[src/rtl/hospital_pkg.sv]
// Shared types and codes for the doctor-allotment block.
package hospital_pkg;

  // Allotter response codes
  localparam logic [1:0] MSG_DOC_A = 2'b01;
  localparam logic [1:0] MSG_DOC_B = 2'b10;
  localparam logic [1:0] MSG_NONE  = 2'b11;

  // Patient symptom categories
  localparam logic [1:0] Q_GEN   = 2'b00;
  localparam logic [1:0] Q_MINOR = 2'b01;
  localparam logic [1:0] Q_MID   = 2'b10;
  localparam logic [1:0] Q_SPEC  = 2'b11;

  typedef enum logic [2:0] {
    IDLE,
    ISSUE,
    RELEASE,
    WAIT,
    CHECK,
    BACKOFF
  } dispatch_state_e;

  // Only the two doctor codes count as a grant; 00 is treated like "none".
  function automatic logic is_grant(input logic [1:0] msg);
    return (msg == MSG_DOC_A) || (msg == MSG_DOC_B);
  endfunction

endpackage

[src/rtl/checkin_dispatch_if.sv]
// Check-in / allotter / assignment signals of the dispatch stage.
interface checkin_dispatch_if #(
  parameter int DEPTH = 4,
  parameter int ID_W  = 4
);
  localparam int CNT_W = $clog2(DEPTH) + 1;

  logic             patient_valid;
  logic             patient_ready;
  logic [1:0]       patient_query;
  logic [ID_W-1:0]  patient_id;
  logic [1:0]       query;
  logic             start;
  logic [1:0]       message;
  logic             assign_valid;
  logic [ID_W-1:0]  assign_id;
  logic [1:0]       assign_doctor;
  logic [CNT_W-1:0] queue_count;
  logic [7:0]       reject_count;

  // Environment side: check-in source and allotter
  modport master (
    output patient_valid, patient_query, patient_id, message,
    input  patient_ready, query, start, assign_valid, assign_id,
           assign_doctor, queue_count, reject_count
  );

  // Dispatcher side
  modport slave (
    input  patient_valid, patient_query, patient_id, message,
    output patient_ready, query, start, assign_valid, assign_id,
           assign_doctor, queue_count, reject_count
  );
endinterface

[src/rtl/checkin_fifo.sv]
// Small synchronous FIFO holding {query, id} of waiting patients.
// Caller guarantees no push when full and no pop when empty.
module checkin_fifo #(
  parameter int DEPTH = 4,
  parameter int WIDTH = 6
) (
  input  logic                   clk,
  input  logic                   rst_n,
  input  logic                   push_i,
  input  logic [WIDTH-1:0]       wdata_i,
  input  logic                   pop_i,
  output logic [WIDTH-1:0]       rdata_o,
  output logic [$clog2(DEPTH):0] count_o,
  output logic                   full_o,
  output logic                   empty_o
);
  localparam int PTR_W = $clog2(DEPTH);

  logic [WIDTH-1:0] mem_q [DEPTH];
  logic [PTR_W-1:0] wr_ptr_q;
  logic [PTR_W-1:0] rd_ptr_q;
  logic [PTR_W:0]   count_q;

  // Storage array, no reset needed since reads are gated by occupancy
  always_ff @(posedge clk) begin
    if (push_i) mem_q[wr_ptr_q] <= wdata_i;
  end

  // Pointers wrap naturally (DEPTH is a power of two); count tracks occupancy
  always_ff @(posedge clk or negedge rst_n) begin
    if (!rst_n) begin
      wr_ptr_q <= '0;
      rd_ptr_q <= '0;
      count_q  <= '0;
    end else begin
      if (push_i) wr_ptr_q <= wr_ptr_q + 1'b1;
      if (pop_i)  rd_ptr_q <= rd_ptr_q + 1'b1;
      case ({push_i, pop_i})
        2'b10:   count_q <= count_q + 1'b1;
        2'b01:   count_q <= count_q - 1'b1;
        default: count_q <= count_q;
      endcase
    end
  end

  assign rdata_o = mem_q[rd_ptr_q];
  assign count_o = count_q;
  assign full_o  = (count_q == (PTR_W+1)'(DEPTH));
  assign empty_o = (count_q == '0);
endmodule

[src/rtl/checkin_dispatch.sv]
// Dispatch stage: queues patients, pulses start to the allotter, and turns
// grants into assignment records; rejected heads are retried after back-off.
//
// state   | meaning
// IDLE    | waiting for a queued patient
// ISSUE   | start high for one cycle
// RELEASE | start low (allotter acts on this falling edge), load settle timer
// WAIT    | settle timer counting down
// CHECK   | sample message: grant -> assign + pop, else reject
// BACKOFF | retry timer counting down, then re-issue same head
module checkin_dispatch
  import hospital_pkg::*;
#(
  parameter int DEPTH      = 4,
  parameter int ID_W       = 4,
  parameter int SETTLE_CYC = 1,
  parameter int RETRY_CYC  = 4
) (
  input logic               clk,
  input logic               rst_n,
  checkin_dispatch_if.slave bus
);
  localparam int CNT_W   = $clog2(DEPTH) + 1;
  localparam int TMR_MAX = (SETTLE_CYC > RETRY_CYC) ? SETTLE_CYC : RETRY_CYC;
  localparam int TMR_W   = $clog2(TMR_MAX + 1);

  dispatch_state_e state_q;
  logic [TMR_W-1:0] tmr_q;
  logic             start_q;
  logic             assign_valid_q;
  logic [ID_W-1:0]  assign_id_q;
  logic [1:0]       assign_doctor_q;
  logic [7:0]       reject_cnt_q;

  logic             fifo_push;
  logic             fifo_full;
  logic             fifo_empty;
  logic [CNT_W-1:0] fifo_count;
  logic [ID_W+1:0]  head_data;
  logic [1:0]       head_query;
  logic [ID_W-1:0]  head_id;

  assign fifo_push  = bus.patient_valid && !fifo_full;
  assign head_query = head_data[ID_W+1:ID_W];
  assign head_id    = head_data[ID_W-1:0];

  checkin_fifo #(
    .DEPTH (DEPTH),
    .WIDTH (ID_W + 2)
  ) u_fifo (
    .clk     (clk),
    .rst_n   (rst_n),
    .push_i  (fifo_push),
    .wdata_i ({bus.patient_query, bus.patient_id}),
    .pop_i   (assign_valid_q),
    .rdata_o (head_data),
    .count_o (fifo_count),
    .full_o  (fifo_full),
    .empty_o (fifo_empty)
  );

  // Sequencing FSM; all allotter/assignment outputs are registered here.
  // The head is popped during the assign_valid cycle, so IDLE must ignore
  // that still-present entry.
  always_ff @(posedge clk or negedge rst_n) begin
    if (!rst_n) begin
      state_q         <= IDLE;
      tmr_q           <= '0;
      start_q         <= 1'b0;
      assign_valid_q  <= 1'b0;
      assign_id_q     <= '0;
      assign_doctor_q <= '0;
      reject_cnt_q    <= '0;
    end else begin
      start_q        <= 1'b0;
      assign_valid_q <= 1'b0;
      case (state_q)
        IDLE: begin
          if (!fifo_empty && !assign_valid_q) begin
            state_q <= ISSUE;
            start_q <= 1'b1;
          end
        end
        ISSUE: state_q <= RELEASE;
        RELEASE: begin
          tmr_q   <= TMR_W'(SETTLE_CYC);
          state_q <= WAIT;
        end
        WAIT: begin
          tmr_q <= tmr_q - 1'b1;
          if (tmr_q == TMR_W'(1)) state_q <= CHECK;
        end
        CHECK: begin
          if (is_grant(bus.message)) begin
            assign_valid_q  <= 1'b1;
            assign_id_q     <= head_id;
            assign_doctor_q <= bus.message;
            state_q         <= IDLE;
          end else begin
            if (reject_cnt_q != 8'hFF) reject_cnt_q <= reject_cnt_q + 8'd1;
            tmr_q   <= TMR_W'(RETRY_CYC);
            state_q <= BACKOFF;
          end
        end
        BACKOFF: begin
          tmr_q <= tmr_q - 1'b1;
          if (tmr_q == TMR_W'(1)) begin
            state_q <= ISSUE;
            start_q <= 1'b1;
          end
        end
        default: state_q <= IDLE;
      endcase
    end
  end

  assign bus.patient_ready = !fifo_full;
  assign bus.query         = fifo_empty ? Q_GEN : head_query;
  assign bus.start         = start_q;
  assign bus.assign_valid  = assign_valid_q;
  assign bus.assign_id     = assign_id_q;
  assign bus.assign_doctor = assign_doctor_q;
  assign bus.queue_count   = fifo_count;
  assign bus.reject_count  = reject_cnt_q;
endmodule

[src/flat_wrapper.sv]
// flat-port wrapper written by rule: the top's interface ports become plain ports
module checkin_dispatch_flat import hospital_pkg::*;
#(
  parameter int DEPTH      = 4,
  parameter int ID_W       = 4,
  parameter int SETTLE_CYC = 1,
  parameter int RETRY_CYC  = 4
)
  (clk, rst_n, bus_patient_valid, bus_patient_query, bus_patient_id, bus_message, bus_patient_ready, bus_query, bus_start, bus_assign_valid, bus_assign_id, bus_assign_doctor, bus_queue_count, bus_reject_count);
  checkin_dispatch_if #(.DEPTH(DEPTH), .ID_W(ID_W)) bus_i ();
  input logic clk;
  input logic rst_n;
  input wire logic [$bits(bus_i.patient_valid)-1:0] bus_patient_valid;
  input wire logic [$bits(bus_i.patient_query)-1:0] bus_patient_query;
  input wire logic [$bits(bus_i.patient_id)-1:0] bus_patient_id;
  input wire logic [$bits(bus_i.message)-1:0] bus_message;
  output wire logic [$bits(bus_i.patient_ready)-1:0] bus_patient_ready;
  output wire logic [$bits(bus_i.query)-1:0] bus_query;
  output wire logic [$bits(bus_i.start)-1:0] bus_start;
  output wire logic [$bits(bus_i.assign_valid)-1:0] bus_assign_valid;
  output wire logic [$bits(bus_i.assign_id)-1:0] bus_assign_id;
  output wire logic [$bits(bus_i.assign_doctor)-1:0] bus_assign_doctor;
  output wire logic [$bits(bus_i.queue_count)-1:0] bus_queue_count;
  output wire logic [$bits(bus_i.reject_count)-1:0] bus_reject_count;
  assign bus_i.patient_valid = bus_patient_valid;
  assign bus_i.patient_query = bus_patient_query;
  assign bus_i.patient_id = bus_patient_id;
  assign bus_i.message = bus_message;
  assign bus_patient_ready = bus_i.patient_ready;
  assign bus_query = bus_i.query;
  assign bus_start = bus_i.start;
  assign bus_assign_valid = bus_i.assign_valid;
  assign bus_assign_id = bus_i.assign_id;
  assign bus_assign_doctor = bus_i.assign_doctor;
  assign bus_queue_count = bus_i.queue_count;
  assign bus_reject_count = bus_i.reject_count;
  checkin_dispatch #(.DEPTH(DEPTH), .ID_W(ID_W), .SETTLE_CYC(SETTLE_CYC), .RETRY_CYC(RETRY_CYC)) u_core (.clk(clk), .rst_n(rst_n), .bus(bus_i));
endmodule
[config.mk]
export PLATFORM = sky130hd
export DESIGN_NAME = checkin_dispatch_flat
export DESIGN_NICKNAME = d
export VERILOG_FILES = /design/src/rtl/hospital_pkg.sv /design/src/rtl/checkin_dispatch_if.sv /design/src/rtl/checkin_fifo.sv /design/src/rtl/checkin_dispatch.sv /design/src/flat_wrapper.sv
export SDC_FILE = /design/constraint.sdc
export NUM_CORES = 1
export LEC_CHECK = 0
export BUFFER_PORTS_ARGS = -buffer_cell sky130_fd_sc_hd__buf_2
export CAP_MARGIN = 20
export CELL_PAD_IN_SITES_DETAIL_PLACEMENT = 0
export CELL_PAD_IN_SITES_GLOBAL_PLACEMENT = 1
export CORE_MARGIN = 2
export CORE_UTILIZATION = 46
export DETAILED_ROUTE_END_ITERATION = 8
export GPL_ROUTABILITY_DRIVEN = 0
export PLACE_DENSITY_LB_ADDON = 0.1
export SETUP_SLACK_MARGIN = 0.1
export SLEW_MARGIN = 40
export SYNTH_ARGS = -nofsm -noshare
export SYNTH_HDL_FRONTEND = slang
export SYNTH_SLANG_ARGS = --single-unit
export TNS_END_PERCENT = 1
[constraint.sdc]
create_clock -name clk -period 2.15 [get_ports clk]
set_input_delay 0.43 -clock clk [delete_from_list [all_inputs] [get_ports clk]]
set_output_delay 0.43 -clock clk [all_outputs]
set_load 0.02 [all_outputs]
# --- Word-level counts from Yosys, hierarchy flattened ---
# Memories as Yosys holds them, arrays and structs flattened.
# Cells that the tools add are included.
totals:
  reg_bits: 29
  ramBits: 24
  n_memories: 1
  word_cells: 65
  in_bits: 11
  output_inout_bits: 22
op_classes:
  muxes: 16
  eq_ne: 16
  bitwise_logic: 1
  addsub: 6
  n_reduce_logical: 15
mem_list:
  columns: ["memory", "depth", "width", "rd", "rd_ports_with_merged_regs", "wr", "line", "source"]
  rows:
  - ["u_core.u_fifo.mem_q", 4, 6, 1, 0, 1, "checkin_fifo.sv:19", "logic [WIDTH-1:0] mem_q [DEPTH];"]
ops:
  columns: ["op", "n"]
  rows:
  - ["case mux 3 bit (6 select lines)", 1]
  - ["two-way mux 3 bit", 5]
  - ["== test 3 bit (second input constant)", 3]
  - ["case mux 3 bit (3 select lines)", 1]
  - ["adder 8 x 1 -> 8 bit (second input constant)", 1]
  - ["!= test 8 bit (second input constant)", 1]
  - ["== test 3 x 1 -> 1 bit (second input constant)", 2]
  - ["== test 3 x 2 -> 1 bit (second input constant)", 2]
  - ["logical NOT 3 bit", 2]
  - ["two-way mux 1 bit", 6]
  - ["!= test 2 x 1 -> 1 bit (second input constant)", 3]
  - ["case mux 3 bit (2 select lines)", 1]
  - ["AND reduction 3 bit", 2]
  - ["subtractor 3 x 1 -> 3 bit (second input constant)", 2]
  - ["adder 2 x 1 -> 2 bit (second input constant)", 2]
  - ["== test 2 x 1 -> 1 bit (second input constant)", 2]
  - ["== test 2 bit (second input constant)", 2]
  - ["AND reduction 2 bit", 2]
  - ["adder 3 x 1 -> 3 bit (second input constant)", 1]
  - ["logical NOT 1 bit", 3]
  - ["nonzero test 3 bit", 1]
  - ["logical AND 1 bit", 2]
  - ["two-way mux 2 bit", 1]
  - ["!= test 2 bit (second input constant)", 1]
  - ["other kinds (5)", 5]

# --- Logic depth before layout (Yosys ltp) ---
# Gate-level depths: netlist (run 1).
logic_depth:
  ltp_word: 5
  mapped_depth: 10
  ltp_nobuf: 10

# --- By module ---
# From an unflattened synthesis (run 1), not the netlist that was laid out.
hier_totals:
  cells_unflattened: 180
  area_unflattened_um2: 2433.6
by_module_without_submodules:
  columns: ["module", "seq_area_each_um2", "area_per_inst_um2", "cells_per_inst", "n_inst"]
  rows:
  - ["checkin_fifo", 895.9, 1267.5, 68, 1]
  - ["checkin_dispatch", 550.5, 1166.1, 112, 1]

# --- Worst setup path after synthesis (run 1) ---
# OpenSTA, ideal clock, no wires.
synth_timing:
  path_kind: "register to register"
  from: "register u_core.u_fifo.count_q[0], in the netlist u_core.u_fifo.count_o[0]"
  to: "register u_core.u_fifo.count_q[2], in the netlist u_core.u_fifo.count_o[2]"
  setup_slack_ns: -0.074
  arrival_time_ns: 2.144
  t_required_ns: 2.070
  period_less_slack_ns: 2.224
  setup_time_ns: 0.080
  n_path_buf: 0
  path_stages_with_launch: 11
  path_cell_list: "dfrtp_1 > inv_1 > nand3_1 > and2_1 > inv_1 > ha_1 > inv_1 > fa_1 > xor2_1 > nor2_1 > xor2_1"
synth_between:
  elab_chain_len: 5
  word_cells_on_any_way: 9
  cone_classes: "add/sub: 2; eq/ne: 3; mux: 1; reduce/logical: 3"
synth_lines:
  columns: ["item", "line", "source"]
  rows:
  - ["start, declared", "checkin_fifo.sv:22", "logic [PTR_W:0] count_q;"]
  - ["start signal, assigned", "checkin_fifo.sv:39", "2'b10: count_q <= count_q + 1'b1;"]
  - ["start signal, assigned", "checkin_fifo.sv:40", "2'b01: count_q <= count_q - 1'b1;"]
  - ["start signal, assigned", "checkin_fifo.sv:41", "default: count_q <= count_q;"]
  - ["== test 3 bit (*)", "checkin_fifo.sv:48", "assign full_o = (count_q == (PTR_W+1)'(DEPTH));"]
  - ["logical NOT 1 bit (*)", null, null]
  - ["via bus_patient_ready", "flat_wrapper.sv:17", "output wire logic [$bits(bus_i.patient_ready)-1:0] bus_patient_ready;"]
  - ["logical AND 1 bit (*)", "checkin_dispatch.sv:43", "assign fifo_push = bus.patient_valid && !fifo_full;"]
  - ["== test 2 x 1 -> 1 bit / == test 2 bit (equally long branches)", "checkin_fifo.sv:38", "case ({push_i, pop_i})"]
  - ["case mux 3 bit (2 select lines) / nonzero test 2 bit (equally long branches)", null, null]
# The timed path passes the listed nets; every way through them passes the cells marked *.
# A chain may end at the register's enable or synchronous reset.

# --- Final worst setup path (run 1) ---
layout_timing:
  from: "register u_core.u_fifo.rd_ptr_q[0]"
  to: "output bus_query[0]"
layout_between:
  elab_chain_len: 2
layout_lines:
  columns: ["item", "line", "source"]
  rows:
  - ["start, declared", "checkin_fifo.sv:21", "logic [PTR_W-1:0] rd_ptr_q;"]
  - ["start signal, assigned", "checkin_fifo.sv:37", "if (pop_i) rd_ptr_q <= rd_ptr_q + 1'b1;"]
  - ["memory (4 x 6 bit)", null, null]
  - ["two-way mux 2 bit", "checkin_dispatch.sv:118", "assign bus.query = fifo_empty ? Q_GEN : head_query;"]
  - ["end, declared", "flat_wrapper.sv:18", "output wire logic [$bits(bus_i.query)-1:0] bus_query;"]
# Every way passes these cells.

==> results of run 1 <==
-- through the flow --
step	std cells	setup slack, ns	area (sq um)	total power (W)
6_report	296	0.168	2800	0.00361
5_1_grt	296	0.0623	2800	0.00388
4_1_cts	295	0.134	2790	0.00363
3_5_place_dp	287	0.171	2690	0.00302
3_3_place_gp	287	0.258	2690	0.00293
2_1_floorplan	186	0.124	2430	0.00259
-- power by group through the flow --
stage	registers (W)	logic, W	clock network [W]
3_5_place_dp	0.00157	0.00145	0
5_1_grt	0.00159	0.00161	0.000675
6_report	0.00155	0.00145	0.000616
3_3_place_gp	0.00155	0.00138	0
2_1_floorplan	0.00164	0.000950	0
4_1_cts	0.00155	0.00145	0.000631
-- per-layer routing --
| metal | global-route usage, % | routed length (um) | up-vias |
|---|---|---|---|
| met1 | 18.0 | 1860 | 753 |
| met2 | 29.9 | 2330 | 26 |
| li1 | - | - | 739 |
| met3 | 3.67 | 116 | 6 |
| met5 | 0 | 0 | - |
| met4 | 6.36 | 68 | 0 |
-- repair_timing --
item,4_1_cts,5_1_grt
endpoints found under the setup margin,0,3
resized for setup,0,3
setup buffers,0,1
-- cell usage after synthesis, types with 5 or more instances --
library cell	n	area (sq um)
sky130_fd_sc_hd__a21oi_1	5	25.0
sky130_fd_sc_hd__xnor2_1	7	61.3
sky130_fd_sc_hd__o21ai_0	9	45.0
sky130_fd_sc_hd__clkbuf_1	5	18.8
sky130_fd_sc_hd__inv_1	12	45.0
sky130_fd_sc_hd__mux2_2	9	101
sky130_fd_sc_hd__xor2_1	5	43.8
sky130_fd_sc_hd__nand2_1	14	52.6
sky130_fd_sc_hd__ha_1	8	100
sky130_fd_sc_hd__and3_1	7	43.8
sky130_fd_sc_hd__edfxtp_1	24	721
sky130_fd_sc_hd__mux4_2	6	135
sky130_fd_sc_hd__dfrtp_1	29	726
sky130_fd_sc_hd__nor2_1	12	45.0
-- final cells by class --
cell class / instances / area share [%]
multi-input cells: 115 / 32.9
flip-flops and latches: 53 / 51.6
inverters: 12 / 1.61
clock inverters: 3 / 1.03
repair buffers: 38 / 7.32
well taps: 70 / 3.12
clock buffers: 5 / 2.46
-- cells by family after synthesis --
family | share of synthesized area [%]
DFF | 59.7
and+or+nand+nor | 11.9
AOI/OAI and AO/OA | 5.79
xor gates and xnor gates | 4.34
adders and majority gates | 4.96
muxes | 10.2
buffers and inverters | 3.10
-- final timing paths --
path                       slack (ns)                     endpoint                         from  cells past startpoint
setup / recovery                 0.17                 bus_query[0]    u_core.u_fifo.rd_ptr_q[0]                      3
hold / removal                   0.14   u_core.bus.reject_count[2]                        rst_n                      1
setup reg to reg                 0.24     u_core.u_fifo.count_o[2]     u_core.u_fifo.count_o[1]                     10
hold reg to reg                  0.52  u_core.bus.assign_doctor[0]  u_core.bus.assign_doctor[0]                      2
max in group asynchronous        1.57     u_core.u_fifo.count_o[2]                        rst_n                      1
min in group clk                 0.32    u_core.u_fifo.mem_q[2][0]            bus_patient_id[0]                      1
-- critical path: stages (launching register included) --
cell and delay, ns:
sky130_fd_sc_hd__dfrtp_1 0.43, sky130_fd_sc_hd__mux4_2 0.50, sky130_fd_sc_hd__nor2b_1 0.14, sky130_fd_sc_hd__buf_2 0.17
-- registers in the layout (all words and copies together), names as in the netlist --
signal / count
u_core.bus.start: 1
u_core.u_fifo.count_o: 3
u_core.bus.reject_count: 8
u_core.state_q: 3
u_core.bus.assign_doctor: 2
u_core.u_fifo.wr_ptr_q: 2
u_core.u_fifo.mem_q: 24
u_core.tmr_q: 3
u_core.u_fifo.rd_ptr_q: 2
u_core.bus.assign_valid: 1
u_core.bus.assign_id: 4
==> flow_metrics.env, run 1 <==
export IMPL_result_of_the_run="completed"
export IMPL_finalNetCount=245
export IMPL_routed_via_count=1524
export IMPL_timing_clock_skew_ns=0.0122
export IMPL_via_per_inst=5.15
export IMPL_floorplan_die_height_um=76.6
export IMPL_synthesis_area_per_instance_sq_um=13.0
export IMPL_fin_crit_sh_pct=92.2
export IMPL_report_final_hold_viol_count=0
export IMPL_htree_num_levels=2
export IMPL_core_region_area_sq_mm=0.00511
export IMPL_max_vdd_ir_drop_mv=0.674
export IMPL_cts_root_buf="sky130_fd_sc_hd__clkbuf_8"
export IMPL_worst_hold_path_type="input pin to async pin"
export IMPL_max_slew_margin_rel_pct=55.1
export IMPL_crit_fanout=3
export IMPL_final_cell_mix="sky130_fd_sc_hd__buf_2 (32), sky130_fd_sc_hd__dfrtp_1 (29), sky130_fd_sc_hd__edfxtp_1 (24), sky130_fd_sc_hd__nand2_1 (14), sky130_fd_sc_hd__nor2_1 (12)"
export IMPL_fill_cells=463
export IMPL_route_detailed_wl_per_inst_um=14.8
export IMPL_start_util_pct=47.4
export IMPL_hold_ws_ns=0.137
export IMPL_worstPathRequired_ns=1.72
export IMPL_synthesis_nets=206
export IMPL_synth_edff_count=24
export IMPL_insertion_delay_ns=0.31
export IMPL_global_route_wire_length_before_repair_um=7380
export IMPL_multi_input_area_sq_um=921
export IMPL_power_share_clock_pct=17.0
export IMPL_io_buffer_count=32
export IMPL_drt_first_pass_iters=4
export IMPL_slew_viol_final=0
export IMPL_critical_path_class="flop to primary output"
export IMPL_areaGrowthSynthToFinish_pct=15.7
export IMPL_yosys_warns=0
export IMPL_ff_latch_area_sq_mm=0.00145
export IMPL_number_of_global_route_vias_before_repair=1591
export IMPL_grt_use_total_pct=16.2
export IMPL_layout_min_cycle_time_ns=1.98
export IMPL_setup_repair_after_global_routing_missed_its_margin="yes"
export IMPL_seq_area_frac_synth_pct=59.7
export IMPL_grt_overflow_total=0
export IMPL_antenna_found_initial=0
export IMPL_max_freq_mhz=504
export IMPL_ys_flop_type="sky130_fd_sc_hd__dfrtp_1"
export IMPL_die_area_sq_mm=0.00586
export IMPL_internal_power_w=0.00224
export IMPL_final_common_cell="sky130_fd_sc_hd__buf_2"
export IMPL_clock_sink_count=53
export IMPL_power_density_mw_per_mm2=1290
export IMPL_cts_max_path_buffers=2
export IMPL_arrival_ns=1.55
export IMPL_clk_transition_reported_paths_ns=0.11
export IMPL_grt_max_degree=30
export IMPL_fin_tns_setup_ns=0
export IMPL_insertedDiodeCount=0
export IMPL_utilization_pct=54.9
export IMPL_synth_area_sq_mm=0.00242
export IMPL_design_portCount=33
export IMPL_cellLeakagePower_nw=1.20
export IMPL_critPathLaunchType="flop"
export IMPL_setup_violations=0
export IMPL_netlist_instances=186
export IMPL_power_sequential_fraction_pct=42.8
export IMPL_cts_tree="done"
export IMPL_numCtsBuffers=5
export IMPL_setup_worst_path_end_class="primary output"
export IMPL_drive_gt1_share_pct=31.4
export IMPL_power_net_switching_w=0.00137
export IMPL_max_slew_worst_pin_slew_ns=0.673
export IMPL_hold_buffers=0
export IMPL_post_route_drc_count=0
export IMPL_count_of_max_cap_constraint_violations=0
export IMPL_dieWidth_um=76.6
export IMPL_dp_hpwl_um=3200
export IMPL_antenna_violating_nets_post_route=0
export IMPL_drt_initial_drc_count=74
export IMPL_swShare_pct=38.0
export IMPL_synth_distinct_cells=38
export IMPL_placementRows=26
export IMPL_combinational_share_of_power_pct=40.2
export IMPL_finalWirelength_um=4380
export IMPL_asr_flop_ratio_synth_pct=54.7
export IMPL_ys_ff_latch=53
Power figures use the tool's default switching activity.
==> run 2: changes to the inputs <==
REMOVE_ABC_BUFFERS = 1   (was default)
==> flow_metrics.env, run 2 (synthesized netlist as in run 1, its figures left out) <==
export IMPL_crit_fanout=4
export IMPL_design_portCount=33
export IMPL_insertedDiodeCount=0
export IMPL_start_util_pct=47.4
export IMPL_worst_case_setup_margin_in_the_final_layout_ns=0.138
export IMPL_fin_crit_sh_pct=93.6
export IMPL_max_freq_mhz=497
export IMPL_antenna_found_initial=0
export IMPL_report_power_total_w=0.00359
export IMPL_critPathLaunch="u_core.u_fifo.count_o[1]"
export IMPL_largest_register_ffs=24
export IMPL_floorplan_die_height_um=76.6
export IMPL_route_detailed_wl_per_inst_um=14.5
export IMPL_placementRows=26
export IMPL_worst_hold_path_type="input pin to async pin"
export IMPL_internal_power_w=0.00225
export IMPL_max_vdd_ir_drop_mv=0.621
export IMPL_grt_max_degree=30
export IMPL_finalWirelength_um=4320
export IMPL_worstRegToRegCells=10
export IMPL_critical_path_top_delay_family="adder cells"
export IMPL_drt_first_pass_iters=4
export IMPL_placedInstanceArea_sq_mm=0.00268
export IMPL_critical_path_max_stage_delay_ns=0.41
export IMPL_power_net_switching_w=0.00134
export IMPL_die_area_sq_mm=0.00586
export IMPL_dp_hpwl_um=3100
export IMPL_max_slew_margin_rel_pct=55.7
export IMPL_cts_tree="done"
export IMPL_layout_min_cycle_time_ns=2.01
export IMPL_timing_critical_path_cells="inv_2, nand3_2, and2_4, inv_1, ha_2, inv_1, fa_2, xor2_1, nor2_1, xor2_1"
export IMPL_hold_buffers=0
export IMPL_worstPathBufferInverterCount=3
export IMPL_setup_violations=0
export IMPL_power_share_clock_pct=15.9
export IMPL_worstSetupPathDepth=10
export IMPL_antenna_violating_nets_post_route=0
export IMPL_slew_viol_final=0
export IMPL_preCtsSetupSlack_ns=0.0219
export IMPL_cts_max_path_buffers=2
export IMPL_clock_sink_count=53
export IMPL_htree_num_levels=2
export IMPL_count_of_max_cap_constraint_violations=0
export IMPL_critical_path_slowest_cell="sky130_fd_sc_hd__dfrtp_1"
export IMPL_global_route_wire_length_before_repair_um=7310
export IMPL_grt_overflow_total=0
export IMPL_via_per_inst=5.12
export IMPL_arrival_ns=2.23
export IMPL_power_density_mw_per_mm2=1280
export IMPL_result_of_the_run="completed"
export IMPL_drt_initial_drc_count=80
export IMPL_swShare_pct=37.3
export IMPL_dieWidth_um=76.6
export IMPL_post_route_drc_count=0
export IMPL_fin_area_sq_mm=0.00281
export IMPL_regMostFlops="u_core.u_fifo.mem_q"
export IMPL_grt_use_total_pct=15.9
export IMPL_cts_root_buf="sky130_fd_sc_hd__clkbuf_8"
export IMPL_clk_transition_reported_paths_ns=0.10
export IMPL_timing_rr_end="u_core.u_fifo.count_o[2]"
export IMPL_setup_repair_after_global_routing_missed_its_margin="yes"
export IMPL_cellLeakagePower_nw=1.20
export IMPL_regToRegSetupSlack_ns=0.14
export IMPL_drive_gt1_share_pct=32.0
export IMPL_areaGrowthSynthToFinish_pct=15.9
export IMPL_max_slew_worst_pin_slew_ns=0.664
export IMPL_numCtsBuffers=5
export IMPL_timing_clock_skew_ns=0.00923
export IMPL_finalNetCount=247
export IMPL_final_common_cell="sky130_fd_sc_hd__buf_2"
export IMPL_worstPathRequired_ns=2.37
export IMPL_insertion_delay_ns=0.31
export IMPL_report_final_hold_viol_count=0
export IMPL_combinational_share_of_power_pct=41.1
export IMPL_power_sequential_fraction_pct=42.9
export IMPL_setup_worst_path_end_class="flop"
export IMPL_final_cell_mix="sky130_fd_sc_hd__buf_2 (32), sky130_fd_sc_hd__dfrtp_1 (29), sky130_fd_sc_hd__edfxtp_1 (24), sky130_fd_sc_hd__nand2_1 (14), sky130_fd_sc_hd__nor2_1 (12)"
export IMPL_routed_via_count=1525
export IMPL_number_of_global_route_vias_before_repair=1582
export IMPL_io_buffer_count=32
export IMPL_critPathLaunchType="flop"
export IMPL_critical_path_class="flop to flop"
export IMPL_core_region_area_sq_mm=0.00511
export IMPL_cp_endpoint="u_core.u_fifo.count_o[2]"
export IMPL_regToRegStartpoint="u_core.u_fifo.count_o[1]"
-- run 2: changes by cell type in the layout (fill, tap and decap cells not counted), sizes merged --
cell | before | now
clkinvlp | 0 | 1
buf | 38 | 40
inv | 15 | 13
clkinv | 0 | 1
-- run 2: power groups by stage --
stage	Sequential [W]	Clock (W)	Combinational, W
after floorplan	0.00173	0	0.000787
after global placement	0.00154	0	0.00137
after detailed placement	0.00157	0	0.00142
after CTS	0.00155	0.000598	0.00147
after global routing	0.00158	0.000642	0.00163
final	0.00154	0.000572	0.00148
-- run 2: area by class of cell --
class,instances,area [sq um]
tap,70,87.6
fill,448,2300
clock buffer,5,68.8
multi-input combinational,115,913
inverter,12,45.0
sequential,53,1450
clock inverter,3,25.0
timing repair buffer,40,220
-- run 2: metrics by stage --
stage                     setup TNS (ns)  hold WS, ns  instances  util [%]
after floorplan                  -0.0742        0.134        180         -
after global placement                 0        0.461        287      52.4
after detailed placement               0        0.485        287      52.4
after CTS                              0        0.159        297      54.7
after global routing                   0        0.175        298      54.9
final                                  0        0.139        298      54.9
-- run 2: metal layers --
metal / routed length [um] / track usage (%)
met2: 2340 / 28.9
met3: 129 / 4.27
met4: 75 / 6.36
met1: 1770 / 17.6
met5: 0 / 0
-- run 2: worst min-delay path by stage --
stage                                              to                   startpoint
final                      u_core.bus.reject_count[6]                        rst_n
after global routing       u_core.bus.reject_count[7]                        rst_n
after CTS                  u_core.bus.reject_count[0]                        rst_n
after detailed placement  u_core.bus.assign_doctor[0]  u_core.bus.assign_doctor[0]
after global placement    u_core.bus.assign_doctor[0]  u_core.bus.assign_doctor[0]
after floorplan           u_core.bus.assign_doctor[0]                        rst_n
-- run 2: what timing repair did --
action,4_1_cts,5_1_grt
gates resized for setup,3,3
setup buffers,2,1
hold endpoints to repair,0,0
endpoints found under the setup margin,1,3
pin swaps,0,2
